File: config.mk
export PLATFORM = sky130hd
export DESIGN_NAME = cpu6_irq_ctrl
export DESIGN_NICKNAME = d
export VERILOG_FILES = /design/src/rtl/cpu6_irq_pkg.sv /design/src/rtl/cpu6_irq_ctrl_sync.sv /design/src/rtl/cpu6_irq_ctrl.sv
export SDC_FILE = /design/constraint.sdc
export NUM_CORES = 1
export LEC_CHECK = 0
export BUFFER_PORTS_ARGS = -buffer_cell sky130_fd_sc_hd__buf_4
export CORE_MARGIN = 2
export CORE_UTILIZATION = 30
export CTS_BUF_LIST = sky130_fd_sc_hd__clkbuf_4 sky130_fd_sc_hd__clkbuf_8
export CTS_CLUSTER_SIZE = 16
export DETAILED_ROUTE_END_ITERATION = 12
export GPL_TIMING_DRIVEN = 0
export SLEW_MARGIN = 10
export SYNTH_ARGS = -nofsm -noshare
export SYNTH_HDL_FRONTEND = slang
export SYNTH_SLANG_ARGS = --single-unit
export TNS_END_PERCENT = 20
File: constraint.sdc
create_clock -name clk -period 2 [get_ports clk]
set_input_delay 0.4 -clock clk [delete_from_list [all_inputs] [get_ports clk]]
set_output_delay 0.4 -clock clk [all_outputs]
set_load 0.005 [all_outputs]
File: src/rtl/cpu6_irq_pkg.sv
// Shared constants for the cpu6 interrupt controller: state encodings, cause codes, datapath width.
package cpu6_irq_pkg;

  localparam int CPU6_XLEN = 32;

  localparam logic [1:0] CPU6_IRQ_ST_IDLE    = 2'd0;
  localparam logic [1:0] CPU6_IRQ_ST_ARM     = 2'd1;
  localparam logic [1:0] CPU6_IRQ_ST_TAKE    = 2'd2;
  localparam logic [1:0] CPU6_IRQ_ST_HANDLER = 2'd3;

  localparam logic [3:0] CPU6_IRQ_CAUSE_MEI = 4'd11;
  localparam logic [3:0] CPU6_IRQ_CAUSE_MTI = 4'd7;

  typedef struct packed {
    logic mei;
    logic mti;
  } irq_req_t;

  // Fixed priority: external beats timer.
  function automatic logic [3:0] irq_pick_cause(input irq_req_t r);
    return r.mei ? CPU6_IRQ_CAUSE_MEI : CPU6_IRQ_CAUSE_MTI;
  endfunction

endpackage

File: src/rtl/cpu6_irq_ctrl_sync.sv
// 2-flop level synchronizer for the external interrupt; only built when CPU6_IRQ_SYNC_EN is defined.
`ifdef CPU6_IRQ_SYNC_EN
module cpu6_irq_sync #(
  parameter int W = 1
) (
  input  logic         clk,
  input  logic         rst,
  input  logic [W-1:0] d,
  output logic [W-1:0] q
);

  logic [W-1:0] s1_d, s1_q, s2_d, s2_q;

  always_comb begin
    s1_d = d;
    s2_d = s1_q;
  end

  always_ff @(posedge clk or posedge rst) begin
    if (rst) begin
      s1_q <= '0;
      s2_q <= '0;
    end else begin
      s1_q <= s1_d;
      s2_q <= s2_d;
    end
  end

  assign q = s2_q;

endmodule
`endif

File: src/rtl/cpu6_irq_ctrl.sv
// Interrupt arbitration and trap-entry sequencer for cpu6.
// Define CPU6_IRQ_SYNC_EN to pass ext_irq through a 2-flop synchronizer first.
module cpu6_irq_ctrl
  import cpu6_irq_pkg::*;
#(
  parameter int XLEN = CPU6_XLEN
) (
  input  logic            clk,
  input  logic            reset,
  input  logic            ext_irq,
  input  logic            tmr_irq,
  input  logic            csr_meie_r,
  input  logic            csr_mtie_r,
  input  logic            csr_mstatus_mie_r,
  input  logic [XLEN-1:0] csr_mtvec,
  input  logic            ex_valid,
  input  logic [XLEN-1:0] ex_pc,
  input  logic            mret_ena,
  output logic            irq_hold,
  output logic            irq_flush,
  output logic [XLEN-1:0] irq_redirect_pc,
  output logic            tmr_irq_r,
  output logic            ext_irq_r,
  output logic            excp_mepc_ena,
  output logic [XLEN-1:0] excp_mepc,
  output logic [3:0]      irq_cause,
  output logic            irq_busy
);

  logic ext_s;

`ifdef CPU6_IRQ_SYNC_EN
  cpu6_irq_sync #(.W(1)) u_sync (
    .clk (clk),
    .rst (reset),
    .d   (ext_irq),
    .q   (ext_s)
  );
`else
  assign ext_s = ext_irq;
`endif

  irq_req_t  pend;
  logic      req;

  always_comb begin
    pend.mei = ext_s & csr_meie_r;
    pend.mti = tmr_irq & csr_mtie_r;
    req      = (pend.mei | pend.mti) & csr_mstatus_mie_r;
  end

  logic [1:0]      state_d, state_q;
  logic [XLEN-1:0] mepc_d, mepc_q;
  logic [XLEN-1:0] vec_d, vec_q;
  logic [3:0]      cause_d, cause_q;

  // Cause, mepc and vector are all frozen on the ARM->TAKE edge so that
  // TAKE outputs come purely from registers.
  always_comb begin
    state_d = state_q;
    mepc_d  = mepc_q;
    vec_d   = vec_q;
    cause_d = cause_q;
    case (state_q)
      CPU6_IRQ_ST_IDLE: if (req) state_d = CPU6_IRQ_ST_ARM;
      CPU6_IRQ_ST_ARM: begin
        if (!req) begin
          state_d = CPU6_IRQ_ST_IDLE;
        end else if (ex_valid) begin
          state_d = CPU6_IRQ_ST_TAKE;
          mepc_d  = ex_pc;
          cause_d = irq_pick_cause(pend);
          vec_d   = csr_mtvec & {{(XLEN-2){1'b1}}, 2'b00};
        end
      end
      CPU6_IRQ_ST_TAKE:    state_d = CPU6_IRQ_ST_HANDLER;
      CPU6_IRQ_ST_HANDLER: if (mret_ena) state_d = CPU6_IRQ_ST_IDLE;
      default:             state_d = CPU6_IRQ_ST_IDLE;
    endcase
  end

  always_ff @(posedge clk or posedge reset) begin
    if (reset) begin
      state_q <= CPU6_IRQ_ST_IDLE;
      mepc_q  <= '0;
      vec_q   <= '0;
      cause_q <= '0;
    end else begin
      state_q <= state_d;
      mepc_q  <= mepc_d;
      vec_q   <= vec_d;
      cause_q <= cause_d;
    end
  end

  logic in_take;
  assign in_take = (state_q == CPU6_IRQ_ST_TAKE);

  assign irq_hold        = (state_q == CPU6_IRQ_ST_ARM) | in_take;
  assign irq_flush       = in_take;
  assign irq_redirect_pc = in_take ? vec_q : '0;
  assign excp_mepc_ena   = in_take;
  assign excp_mepc       = mepc_q;
  assign ext_irq_r       = in_take & (cause_q == CPU6_IRQ_CAUSE_MEI);
  assign tmr_irq_r       = in_take & (cause_q == CPU6_IRQ_CAUSE_MTI);
  assign irq_cause       = cause_q;
  assign irq_busy        = (state_q == CPU6_IRQ_ST_HANDLER);

endmodule
Word level (Yosys, flattened, before mapping)
Cells that the tools add are included.

storage, ports and cells
  word-level logic and storage cells = 29
  flip-flop bits (word level) = 68
  input bits = 73

operators by class
  reductions and logical operators = 3
  mux-type cells = 7
  equal/unequal tests = 8
  bitwise gates (word level) = 7

operators by type and width
  cell                  count
  $mux W32              1
  $mux W2               4
  $pmux W2 S4           1
  $reduce_and A3 Y1     2
  $and A1 B1 Y1         5
  $eq A2 B2 Y1 const B  2
  $eq A4 B3 Y1 const B  1
  $eq A4 B4 Y1 const B  1
  $mux W4               1
  $ne A2 B2 Y1 const B  2
  $ne A3 B3 Y1 const B  1
  $eq A2 B1 Y1 const B  1
  $logic_not A2 Y1      1
  $or A1 B1 Y1          2

Logic depth before layout (Yosys ltp)
  depth in word-level cells = 5
  depth in mapped cells = 7
  gate-level depth less buffers = 6

Least setup slack after synthesis
Ideal clock, no wire load.

  path type = register -> output
  from = reg state_q[0]
  to = out irq_redirect_pc[10]
  arrival = 1.149 ns
  required time = 1.600 ns
  cell stages (with the launch flop) = 5
  path slack = 0.451 ns
  cells stage by stage = dfrtp_1 -> inv_1 -> ha_1 -> clkbuf_1 -> and2_1

on the way
  cells in the longest elaborated chain, start to end = 2

RTL lines
  item                    RTL line              text
  from (decl)             cpu6_irq_ctrl.sv:52   logic [1:0] state_d, state_q;
  from (signal assigned)  cpu6_irq_ctrl.sv:89   state_q <= state_d;
  $eq A2 B2 Y1            cpu6_irq_ctrl.sv:97   assign in_take = (state_q == CPU6_IRQ_ST_TAKE);
  via excp_mepc_ena       cpu6_irq_ctrl.sv:24   output logic excp_mepc_ena,
  $mux W32                cpu6_irq_ctrl.sv:101  assign irq_redirect_pc = in_take ? vec_q : '0;
  to (decl)               cpu6_irq_ctrl.sv:21   output logic [XLEN-1:0] irq_redirect_pc,

The timed path passes the listed nets, and every way through them passes these cells.

Worst setup path after layout
  from = reg state_q[0]
  to = out ext_irq_r

on the way
  cells in the longest elaborated chain, start to end = 2

RTL lines
  item           RTL line              text
  $eq A2 B2 Y1   cpu6_irq_ctrl.sv:97
  $and A1 B1 Y1  cpu6_irq_ctrl.sv:104  assign ext_irq_r = in_take & (cause_q == CPU6_IRQ_CAUSE_MEI);
  to (decl)      cpu6_irq_ctrl.sv:23   output logic ext_irq_r,

Every way passes these cells.

==> results.py <==
metrics = {
    "outcome": {
        "status": "finished, final reports clean",
    },
    "global_route": {
        "grt_pass1_vias": 2202,
        "grt_max_degree": 35,
        "grt-ovfl-total": 0,
        "antenna_found_initial": 0,
        "grt_pass1_wl_um": 11220,
        "grt_usage": 0.1295,
    },
    "detailed_routing": {
        "top_layer": "met4",
        "via_per_inst": 4.217,
        "drt_wl_total_um": 6907,
        "dr_total_vias": 2096,
        "post_drt_wl_per_cell_um": 13.90,
        "drc": 0,
        "first_iter_violations": 40,
        "dr_wl_met2_um": 3352,
        "routed-wl-met3_um": 537,
        "drtAntennaViolNets": 0,
        "drt-met1-wl_um": 2893,
        "dr.pass1.iters": 4,
    },
    "clocking": {
        "clk_pin_slew_ns": 0.08,
        "htree_levels": 3,
        "cts_buffers": 9,
        "clock_path_buffers": 2,
        "cts_tree": "done",
        "cts_hold_buf": 0,
        "clock_sinks": 67,
        "clk_latency_ns": 0.34,
        "root_buffer": "clkbuf_8",
    },
    "synth": {
        "synthArstFlopShare": 1.000,
        "netlist-cell-type-count": 26,
        "synth-seq-area-share": 0.5544,
        "synth_top_flop_cell": "dfrtp_1",
        "synth_edf_count": 0,
        "netlist_instances": 203,
        "ys_ff_latch": 67,
        "syn_area_um2": 3024,
        "yosysWarnings": 0,
        "synth_area_per_cell_um2": 14.90,
    },
    "sta": {
        "drv_slew": 0,
        "fmax_ghz": 0.5217,
        "min_period_ns": 1.917,
        "fin_skew_ns": 0.008567,
        "slew_headroom": 0.4954,
        "tightestPinTransition_ns": 0.7554,
        "setup_ws_ns": 0.08328,
        "hold_viol": 0,
        "setup-tns-final_ns": 0,
        "rsz0062_at_grt": "false",
        "period_share": 0.9584,
        "setup_viol": 0,
    },
    "power_and_ir_drop": {
        "swShare": 0.2719,
        "power.total_mw": 6.051,
        "p_comb_frac": 0.397,
        "p_switching_mw": 1.645,
        "powerDensity_nw_per_um2": 1325,
        "internal_power_mw": 4.406,
        "irDropWorstVdd_v": 0.0006697,
        "clock_power_share": 0.210,
        "p_seq_frac": 0.394,
        "p_leak_nw": 2.384,
    },
    "critical_path": {
        "critPathMaxFanout": 7,
        "ff2ff_path_depth": 6,
        "crit_required_ns": 1.60,
        "r2r_end": "vec_q[13]",
        "startpoint_type": "register",
        "worstPathArrival_ns": 1.52,
        "regToRegSetupSlack_ns": 0.26,
        "r2r-start": "state_q[0]",
        "path_class": "register to output pin",
        "cp-end-kind": "output pin",
    },
    "layout": {
        "nNetsFinal": 437,
        "diodes": 0,
        "fillers": 909,
        "area_growth_pct": 51.01,
        "final-seq-area_um2": 1678,
        "drive_gt1_frac": 0.6703,
        "multi_input_area_um2": 1227,
    },
    "placed_design": {
        "io_buffers": 142,
        "pre_cts_slack_ns": -0.07915,
        "gp_congestion": 0.6704,
        "dpl.hpwl_um": 5122,
    },
    "floorplanning": {
        "num_rows": 36,
        "io_pins": 147,
        "die_w_um": 104.4,
        "die_area_um2": 10900,
        "start_util": 0.3094,
        "die_h_um": 104.4,
        "core_area_um2": 9774,
    },
    "flow_run": {
        "cap_viol_max_count": 0,
    },
    "hold_path": {
        "hold_class": "input port to asynchronous set/reset pin",
    },
}
-- final cells by class --
class / count / share of cell area
clock inverter: 6 / 0.01945
buffer: 14 / 0.03205
sequential: 67 / 0.3674
clock buffer: 10 / 0.03014
timing repair buffer: 144 / 0.2395
inverter: 6 / 0.006301
tap: 133 / 0.03644
multi-input combinational: 117 / 0.2688
-- cell usage in the layout, fill, tap and decap left out, drive strengths merged --
cell / count
a21o: 1
a21oi: 1
a22o: 1
a31oi: 2
and2: 30
buf: 156
bufinv: 2
clkbuf: 12
clkinv: 2
clkinvlp: 3
conb: 2
dfrtp: 67
ha: 5
inv: 5
mux2: 62
mux2i: 1
nand2: 2
nand2b: 2
nand3: 1
nand4: 1
nor2: 2
nor3: 1
nor3b: 1
o21ai: 1
o221a: 1
-- kinds of logic after synthesis --
logic type	after synthesis	share of synthesized area
adders and majority gates	5	0.02069
buffers and inverters	20	0.04675
other	1	0.001240
and+or+nand+nor	40	0.08109
muxes	63	0.2789
DFF	67	0.5544
AOI/OAI and AO/OA	7	0.01696
-- worst max-delay path by stage --
stage / startpoint / end / cells after the start
after CTS: state_q[0] / irq_redirect_pc[10] / 5
after global placement: state_q[0] / irq_redirect_pc[2] / 5
after floorplan: state_q[0] / irq_redirect_pc[10] / 4
after detailed placement: state_q[0] / irq_redirect_pc[9] / 5
final: state_q[0] / ext_irq_r / 5
after global routing: state_q[0] / irq_redirect_pc[31] / 5
-- worst max-delay path, stage by stage (launching register included) --
cell     delay [ns]
dfrtp_2        0.44
inv_4          0.09
ha_4           0.21
nand2_1        0.10
nor3b_2        0.20
buf_4          0.14
-- registers in the layout, summed over array words and instances (netlist names), named ones only --
name / cells
vec_q: 30
state_q: 1
excp_mepc: 32
irq_cause: 3
-- cells in the mapped netlist, types with 3 or more instances --
cell	instances	share of area
inv_1	6	0.0074
and2_1	30	0.062
dfrtp_1	67	0.55
mux2_4	36	0.18
clkbuf_1	3	0.0037
mux2_2	26	0.097
ha_1	5	0.021
buf_4	4	0.0099
buf_8	3	0.015
-- power by group through the flow --
| stage | Sequential, mW | Combinational, mW | Clock, mW |
|---|---|---|---|
| final | 2.38 | 2.40 | 1.27 |
| after global routing | 2.47 | 2.61 | 1.37 |
| after CTS | 2.39 | 2.43 | 1.32 |
| after detailed placement | 2.39 | 2.37 | 0 |
| after global placement | 2.36 | 2.33 | 0 |
| after floorplan | 2.35 | 1.22 | 0 |
-- metal layers --
layer	up-vias	track usage
li1	991	-
met1	1013	0.1598
met2	81	0.2049
met3	11	0.04825
met4	0	0.05116
met5	-	0
-- timing repair --
item,in CTS,in global routing
gates resized for setup,12,4
endpoints found under the setup margin,33,32
buffers inserted,0,1
endpoints found under the hold margin,0,0
-- stage by stage --
| step | hold WS (ns) | instances | utilization | instance area (um^2) |
|---|---|---|---|---|
| 6_report | 0.1870 | 497 | 0.4672 | 4567 |
| 5_1_grt | 0.2399 | 497 | 0.4672 | 4567 |
| 4_1_cts | 0.2031 | 496 | 0.4657 | 4552 |
| 3_3_place_gp | 0.4800 | 479 | 0.4363 | 4264 |
| 2_1_floorplan | 0.4712 | 204 | - | 3032 |
| 3_5_place_dp | 0.4845 | 480 | 0.4383 | 4284 |
Power figures use the tool's default switching activity.
